### src/rtl/icache_pkg.sv
// Shared types and address-field constants for the direct-mapped instruction cache.
package icache_pkg;
  typedef enum logic {IDLE = 1'b0, FETCH = 1'b1} state_t;

  localparam int LINE_W         = 128;
  localparam int WORD_W         = 32;
  localparam int PROC_ADDR_W    = 30;
  localparam int MEM_ADDR_W     = 28;
  localparam int WORDS_PER_LINE = LINE_W / WORD_W;

  // Word address layout: [OFF_W-1:0] word offset, then index, then tag.
  localparam int OFF_LSB = 0;
  localparam int OFF_W   = 2;
  localparam int IDX_LSB = OFF_LSB + OFF_W;

  // A line viewed as words; word k sits at bits [32k+31:32k].
  typedef logic [WORDS_PER_LINE-1:0][WORD_W-1:0] line_t;

  // Tag width left over in a line address once the index is removed.
  function automatic int tag_w(input int idx_w);
    return MEM_ADDR_W - idx_w;
  endfunction
endpackage

### src/rtl/icache_array.sv
// Valid/tag/data storage: one synchronous write port, combinational read.
module icache_array
  import icache_pkg::*;
#(
  parameter int NUM_SETS = 8,
  parameter int IDX_W    = 3,
  parameter int TAG_W    = 25
) (
  input  logic             clk,
  input  logic             rst_n,
  input  logic [IDX_W-1:0] rd_idx,
  output logic             rd_valid,
  output logic [TAG_W-1:0] rd_tag,
  output line_t            rd_line,
  input  logic             wr_en,
  input  logic [IDX_W-1:0] wr_idx,
  input  logic [TAG_W-1:0] wr_tag,
  input  line_t            wr_line
);
  logic [NUM_SETS-1:0]            valid_q;
  logic [NUM_SETS-1:0][TAG_W-1:0] tag_q;
  line_t                          data_q [NUM_SETS];

  // Valid bits are the only reset state; reset beats a coincident fill.
  always_ff @(posedge clk) begin
    if (!rst_n)     valid_q         <= '0;
    else if (wr_en) valid_q[wr_idx] <= 1'b1;
  end

  // Tag and data are plain storage, written on a fill and never reset.
  always_ff @(posedge clk) begin
    if (wr_en) begin
      tag_q[wr_idx]  <= wr_tag;
      data_q[wr_idx] <= wr_line;
    end
  end

  assign rd_valid = valid_q[rd_idx];
  assign rd_tag   = tag_q[rd_idx];
  assign rd_line  = data_q[rd_idx];
endmodule

### src/rtl/icache_dm.sv
// Direct-mapped read-only instruction cache: hit compare, miss FSM, line refill, counters.
module icache_dm
  import icache_pkg::*;
#(
  parameter int NUM_SETS = 8
) (
  input  logic                   clk,
  input  logic                   rst_n,
  input  logic                   proc_ren,
  input  logic                   proc_wen,
  input  logic [PROC_ADDR_W-1:0] proc_addr,
  input  logic [WORD_W-1:0]      proc_wdata,
  output logic [WORD_W-1:0]      proc_rdata,
  output logic                   proc_stall,
  output logic                   mem_read,
  output logic                   mem_write,
  output logic [MEM_ADDR_W-1:0]  mem_addr,
  output logic [LINE_W-1:0]      mem_wdata,
  input  logic [LINE_W-1:0]      mem_rdata,
  input  logic                   mem_ready,
  output logic [31:0]            hit_cnt,
  output logic [31:0]            miss_cnt
);
  localparam int IDX_W   = $clog2(NUM_SETS);
  localparam int TAG_W   = tag_w(IDX_W);
  localparam int TAG_LSB = IDX_LSB + IDX_W;

  state_t                state;
  logic [MEM_ADDR_W-1:0] miss_line;
  logic [IDX_W-1:0]      req_idx;
  logic [TAG_W-1:0]      req_tag;
  logic [OFF_W-1:0]      req_off;
  logic                  rd_valid;
  logic [TAG_W-1:0]      rd_tag;
  line_t                 rd_line;
  logic                  hit;
  logic                  fill;
  logic                  unused_ok;

  // Writes are not supported; these inputs are deliberately dropped.
  assign unused_ok = ^{proc_wen, proc_wdata};

  assign req_off = proc_addr[OFF_LSB +: OFF_W];
  assign req_idx = proc_addr[IDX_LSB +: IDX_W];
  assign req_tag = proc_addr[TAG_LSB +: TAG_W];

  assign hit  = rd_valid && (rd_tag == req_tag);
  assign fill = (state == FETCH) && mem_ready;

  icache_array #(
    .NUM_SETS (NUM_SETS),
    .IDX_W    (IDX_W),
    .TAG_W    (TAG_W)
  ) u_array (
    .clk      (clk),
    .rst_n    (rst_n),
    .rd_idx   (req_idx),
    .rd_valid (rd_valid),
    .rd_tag   (rd_tag),
    .rd_line  (rd_line),
    .wr_en    (fill),
    .wr_idx   (miss_line[0 +: IDX_W]),
    .wr_tag   (miss_line[IDX_W +: TAG_W]),
    .wr_line  (mem_rdata)
  );

  // Selected word is always driven; it is only meaningful on a hit.
  assign proc_rdata = rd_line[req_off];
  // Stall the whole fill, and in IDLE only when a read misses.
  assign proc_stall = (state == FETCH) || (proc_ren && !hit);

  // miss_line doubles as the registered line address, so it is stable through FETCH.
  assign mem_addr  = miss_line;
  assign mem_write = 1'b0;
  assign mem_wdata = '0;

  // Miss FSM with registered mem_read and the hit/miss counters.
  always_ff @(posedge clk) begin
    if (!rst_n) begin
      state     <= IDLE;
      mem_read  <= 1'b0;
      miss_line <= '0;
      hit_cnt   <= '0;
      miss_cnt  <= '0;
    end else begin
      case (state)
        IDLE: begin
          if (proc_ren) begin
            if (hit) begin
              hit_cnt <= hit_cnt + 32'd1;
            end else begin
              miss_line <= proc_addr[PROC_ADDR_W-1:IDX_LSB];
              miss_cnt  <= miss_cnt + 32'd1;
              mem_read  <= 1'b1;
              state     <= FETCH;
            end
          end
        end
        FETCH: begin
          // proc_addr is ignored here; the fill always lands on miss_line.
          if (mem_ready) begin
            mem_read <= 1'b0;
            state    <= IDLE;
          end
        end
        default: begin
          mem_read <= 1'b0;
          state    <= IDLE;
        end
      endcase
    end
  end
endmodule

### config.mk
export PLATFORM = sky130hd
export DESIGN_NAME = icache_dm
export DESIGN_NICKNAME = d
export VERILOG_FILES = /design/src/rtl/icache_pkg.sv /design/src/rtl/icache_array.sv /design/src/rtl/icache_dm.sv
export SDC_FILE = /design/constraint.sdc
export NUM_CORES = 1
export LEC_CHECK = 0
export CAP_MARGIN = 15
export CORE_MARGIN = 2
export CORE_UTILIZATION = 45
export CTS_CLUSTER_DIAMETER = 30
export DETAILED_ROUTE_END_ITERATION = 6
export PLACE_DENSITY = 0.75
export SLEW_MARGIN = 25
export SYNTH_ARGS = -nofsm -noshare
export SYNTH_HDL_FRONTEND = slang
export SYNTH_SLANG_ARGS = --single-unit
export TNS_END_PERCENT = 100
### constraint.sdc
create_clock -name clk -period 37.9 [get_ports clk]
set_input_delay 3.79 -clock clk [delete_from_list [all_inputs] [get_ports clk]]
set_output_delay 3.79 -clock clk [all_outputs]
set_load 0.02 [all_outputs]
# Word-level counts from Yosys, hierarchy flattened
# Memories as Yosys holds them, arrays and structs flattened.
# Index checks and enable logic that the tools add are counted.
# Widths: inputs -> output; s select.
dict set report word_totals {
  mem_count 1
  output_inout_bits 255
  register_bits 302
  ramBits 1024
}
dict set report classes {
  reduce_logical 9
  bitwise_logic 3
  muxes 21
  addsub 2
  n_lt_le_gt_ge 4
  n_eq_ne 4
}
# name words word_bits read_ports rd_clocked_by_memory_dff write_ports line
set memory_table {}
lappend memory_table {u_array.data_q 8 128 1 0 1 icache_array.sv:22} ;# line_t data_q [NUM_SETS];
# cell count
set op_table {}
lappend op_table {{$bwmux 200} 1}
lappend op_table {{$bmux 25 s3} 1}
lappend op_table {{$demux 25 s3} 1}
lappend op_table {{$add 32x1->32 const B} 2}
lappend op_table {{$bmux 32 s2} 1}
lappend op_table {{$mux 25} 2}
lappend op_table {{$mux 32} 1}
lappend op_table {{$eq 25x25->1} 1}
lappend op_table {{$mux 1} 10}
lappend op_table {{$reduce_and 3->1} 3}
lappend op_table {{$lt 3x4->1 const B} 2}
lappend op_table {{$or 8x8->8} 1}
lappend op_table {{$ne 2x2->1 const B} 3}
lappend op_table {{$logic_and 1x1->1} 4}
lappend op_table {{$pmux 1 s2} 2}
lappend op_table {{$bmux 1 s3} 1}
lappend op_table {{$demux 1 s3} 1}
lappend op_table {{$ge 3x1->1 const B} 1}
lappend op_table {{$lt 2x3->1 const B} 1}
lappend op_table {{$not 1->1} 2}
lappend op_table {{$logic_not 1->1} 1}
lappend op_table {{$logic_or 1x1->1} 1}

# Depth between registers and ports, before layout
dict set report logic_depth {
  ltp_word 7
  depth_mapped 15
  ltp_nobuf 8
}

# Modules after synthesis
# Synthesis repeated with hierarchy kept, for this count alone.
dict set report hier_totals {
  hier_cells 2534
  hier_area_um2 52613.0
}
# mod cells_each n_inst area_per_inst_um2
set by_module_without_submodules {}
lappend by_module_without_submodules {icache_array 1796 1 46213.1}
lappend by_module_without_submodules {icache_dm 738 1 6399.9}

# Worst setup path before layout
# OpenSTA, ideal clock, no wires.
dict set report synth_path {
  kind {input -> register}
  from {input mem_ready}
  to {memory u_array.data_q[0][0] (netlist bit), enable pin}
  arrival_ns 14.510
  path_buffers 0
  setup_slack_ns 22.535
  required_ns 37.045
  cell_stages 3
  cell_sequence {nand2_1 -> or2_2 -> nor3_1}
}
dict set report synth_via {
  elab_chain_len 3
}
# item line
set synth_rtl {}
lappend synth_rtl {{start, declared} icache_dm.sv:20} ;# input logic mem_ready,
lappend synth_rtl {{$logic_and 1x1->1} icache_dm.sv:48} ;# assign fill = (state == FETCH) && mem_ready;
lappend synth_rtl {{$mux 1} icache_array.sv:32} ;# if (wr_en) begin
lappend synth_rtl {{$mux 1 (implied by the code)} icache_array.sv:34} ;# data_q[wr_idx] <= wr_line;
lappend synth_rtl {{end, declared} icache_array.sv:22}
# Every way passes these cells.

# Final worst setup path
dict set report layout_path {
  from {input proc_addr[3]}
  to {output proc_stall}
}
dict set report layout_via {
  elab_chain_len 7
  word_cells_on_any_way 9
}
# item line
set layout_rtl {}
lappend layout_rtl {{start, declared} icache_dm.sv:11} ;# input logic [PROC_ADDR_W-1:0] proc_addr,
lappend layout_rtl {{$bmux 25 s3} icache_array.sv:39} ;# assign rd_tag = tag_q[rd_idx];
lappend layout_rtl {{$mux 25 (implied by the code)} icache_array.sv:39}
lappend layout_rtl {{$eq 25x25->1} icache_dm.sv:47} ;# assign hit = rd_valid && (rd_tag == req_tag);
lappend layout_rtl {{$logic_and 1x1->1 (*)} icache_dm.sv:47}
lappend layout_rtl {{$logic_not 1->1 (*)} icache_dm.sv:70} ;# assign proc_stall = (state == FETCH) || (proc_ren && !hit);
lappend layout_rtl {{$logic_and 1x1->1 (*)} icache_dm.sv:70}
lappend layout_rtl {{$logic_or 1x1->1 (*)} icache_dm.sv:70}
lappend layout_rtl {{end, declared} icache_dm.sv:14} ;# output logic proc_stall,
# Mark *: on every way between the ends. The rest lies on a longest branch, timed or not. The select of a mux whose other input is x is not followed.

==> flow_summary_export.csv <==
group,metric,value,unit
critical_path,max_stage_delay,650,ps
logic_synthesis,yosysTopAreaCellShare,0.700,
detailed_routing,vias_per_cell,5.61,
global_route,grt_pass1_wl,180000,um
floorplan,initial_utilization,0.453,
status,status,"finished clean",
sta,max_slew_margin,0.232,
logic_synthesis,yosysWarnings,0,
pwr,p_per_area,63.2,nW/um^2
global_route,antenna_found_initial,21,
floorplan,dieArea,119000,um^2
clock_tree,clk_latency,880,ps
clock_tree,numCtsBuffers,278,
logic_synthesis,synth_seq_cells,1326,
placement,dp_hpwl,62900,um
pwr,p_clk_frac,0.563,
clock_tree,cts_max_level,5,
critical_path,rr_endpoint,"u_array.data_q[6][49]",
hold_path,hold_class,"reg2reg",
global_route,grt_usage,0.203,
logic_synthesis,yosys-top-cells-area,"edfxtp_1 (70%), mux4_2 (15%), dfxtp_1 (3.9%)",
detailed_routing,drt_pass1_iterations,5,
pwr,seqPwrFrac,0.392,
sta,worstMarginPinSlew,1150,ps
run,cap_violations,0,
detailed_routing,drtAntennaViolNets,0,
critical_path,crit_path_cell_trace,"buf_8 -> buf_12 -> mux4_2 -> mux2i_1 -> xor2_1 -> nand3b_1 -> nor4_4 -> and4b_1 -> buf_4 -> o21bai_1 -> clkdlybuf4s50_1",
pwr,combPwrFrac,0.045,
sta,holdWs,466,ps
global_route,grt-ovfl-total,0,
finish,syn_to_final_growth,25.1,%
critical_path,startpoint_type,"input pin",
logic_synthesis,synth-async-reset-ratio,0,
pwr,sw_frac_of_total,0.207,
pwr,p_int,0.00329,W
logic_synthesis,netlist_area,52500,um^2
clock_tree,clockRootBuffer,"clkbuf_16",
floorplan,num_rows,125,
floorplan,io_pins,450,
placement,gp_congestion,0.746,
sta,hold_violations,0,
finish,fin_nets,3212,
logic_synthesis,yosys-top-cells-count,"edfxtp_1 (1224), mux4_2 (352), buf_4 (134), nand2_1 (119), dfxtp_1 (102)",
hold_path,min-delay-start,"u_array.valid_q[2]",
logic_synthesis,syn-instance-count,2542,
clock_tree,cts_resized,0,
critical_path,critPathCaptureType,"output port",
critical_path,r2r-start,"state",
sta,max_freq,83.9,MHz
sta,finalCritPeriodShare,0.315,
placement,numPortBuffers,287,
floorplan,fp.dieW,346,um
floorplan,die_height,346,um
critical_path,worst_r2r_path_depth,5,
sta,setup_tns,0,ps
clock_tree,clockBufferDepth,4,
clock_tree,cts_tree,"done",
critical_path,r2r_slack,34210,ps
floorplan,core,116000,um^2
sta,min_period,11920,ps
logic_synthesis,synth_edf_count,1224,
critical_path,critical_path_required,34110,ps
logic_synthesis,synth_area_per_cell,20.7,um^2
detailed_routing,drc,0,
detailed_routing,drtIter0Drc,2110,
logic_synthesis,synth_ff_type,"edfxtp_1",
global_route,grt_max_degree,162,
global_route,grt_pass1_vias,28236,
clock_tree,cts_setup_buffers,0,
finish,drive_gt1_frac,0.278,
clock_tree,path_clk_slew,40,ps
sta,final-max-slew-violation-count,0,
sta,finClkSkew,61.6,ps
detailed_routing,drt_wl_total,121000,um
pwr,ir_drop,53.9,uV
logic_synthesis,ys_seq_area_frac,0.739,
hold_path,min_to,"u_array.valid_q[2]",
clock_tree,cts_sinks,1326,
logic_synthesis,yosysMostFrequentCell,"edfxtp_1",
pwr,switchingPower,0.000859,W
critical_path,slowest_stage,"buf_12",
logic_synthesis,ys_types,62,
sta,setup_viol,0,
critical_path,worstPathArrival,8130,ps
pwr,power_leakage,21.8,nW
sta,rsz0062_at_grt,"no",
hold_path,holdPathStages,2,
clock_tree,hold_buffers,0,
logic_synthesis,yosysTopAreaCell,"edfxtp_1",
detailed_routing,vias,26637,
detailed_routing,wl_per_cell,25.5,um
critical_path,path_max_fanout,161,
critical_path,path_class,"in2out",
## power groups by stage
stage / registers, W / clock network (W) / logic (W)
floorplan: 0.00166 / 0 / 0.000118
global placement: 0.00165 / 0 / 0.000183
detailed placement: 0.00165 / 0 / 0.000186
CTS: 0.00163 / 0.00237 / 0.000188
global route: 0.00163 / 0.00245 / 0.000197
finish: 0.00163 / 0.00234 / 0.000186
## layout make-up
class	count	area (um^2)
fillers	8355	50300
multi-input cells	1074	12600
clock inverters	156	1760
flip-flops and latches	1326	38800
well taps	1524	1910
repair buffers	328	3270
clock buffers	322	7350
diodes	7	17.5
inverters	7	26.3
## worst max-delay path by stage
stage	from	end	slack, ps	cells after the start
2_1_floorplan	mem_ready	u_array.data_q[0][0]	22530	3
3_3_place_gp	proc_addr[2]	proc_rdata[2]	25770	7
3_5_place_dp	proc_addr[3]	proc_stall	25810	11
4_1_cts	proc_addr[3]	proc_stall	25830	11
5_1_grt	proc_addr[3]	proc_stall	25670	11
6_report	proc_addr[3]	proc_stall	25980	11
## layer usage
layer	up-vias	GRT usage	wire, um
met5	-	0	184
met2	1108	0.347	62700
met1	13934	0.244	46000
li1	11335	-	-
met3	232	0.0594	9030
met4	28	0.0767	3180
## critical path, delay by kind of cell
family	cells	cell delay [ps]
compound gates	1	200
xor+xnor	1	190
buf+inv	4	2160
mux	2	800
simple gates	3	820
## registers in the layout, indices dropped and copies added, names as in the netlist
signal,cells
hit_cnt,32
u_array.tag_q,200
u_array.valid_q,8
mem_read,1
state,1
miss_cnt,32
u_array.data_q,1024
mem_addr,28
## kinds of logic (layout without fill, tap and decap cells)
logic type | after synthesis | count (layout) | synth area share
mux | 479 | 479 | 0.176
other cells | 1 | 136 | 0.0000714
xor+xnor | 15 | 15 | 0.00250
flops | 1326 | 1326 | 0.739
fa+ha+maj | 2 | 2 | 0.000476
buf+inv | 270 | 813 | 0.0321
simple gates | 326 | 326 | 0.0327
compound gates | 123 | 123 | 0.0173
## cell usage in the layout, fill, tap and decap left out, types with 6 or more instances in the layout
master | synthesis | routed
and3_1 | 19 | 19
clkbuf_8 | 0 | 11
clkinv_4 | 0 | 18
a22oi_1 | 7 | 7
clkinv_1 | 0 | 22
o41ai_1 | 17 | 17
nor3_1 | 9 | 7
o311ai_0 | 16 | 16
bufinv_16 | 0 | 31
nor2_4 | 1 | 7
clkdlybuf4s50_1 | 0 | 281
mux2i_1 | 81 | 81
nor4_1 | 12 | 12
o22ai_1 | 6 | 6
o31ai_1 | 13 | 13
buf_4 | 134 | 37
xor2_1 | 15 | 15
mux2_2 | 46 | 46
conb_1 | 1 | 129
nand4_1 | 13 | 13
a22o_1 | 6 | 6
or4_1 | 23 | 23
nor2_1 | 36 | 30
clkinv_2 | 0 | 36
nand2_1 | 119 | 119
dfxtp_1 | 102 | 102
nand3_1 | 29 | 29
o211ai_1 | 10 | 10
nand2b_1 | 31 | 31
clkinvlp_4 | 0 | 29
inv_1 | 7 | 7
a21oi_1 | 20 | 20
diode_2 | 0 | 7
clkbuf_1 | 59 | 28
edfxtp_1 | 1224 | 1224
clkbuf_16 | 0 | 284
inv_6 | 0 | 16
o21ai_0 | 9 | 9
mux4_2 | 352 | 352
## metrics by stage
step	setup WS, ps	total power [W]	area [um^2]	utilization	instances
after global routing	25670	0.00427	65700	0.566	4743
after CTS	25830	0.00419	65700	0.566	4736
final	25980	0.00415	65700	0.566	4744
after floorplan	22530	0.00178	53000	-	2670
after detailed placement	25810	0.00184	56500	0.487	4258
after global placement	25770	0.00183	56500	0.487	4257
No activity file was read; power rests on OpenSTA's default activity.
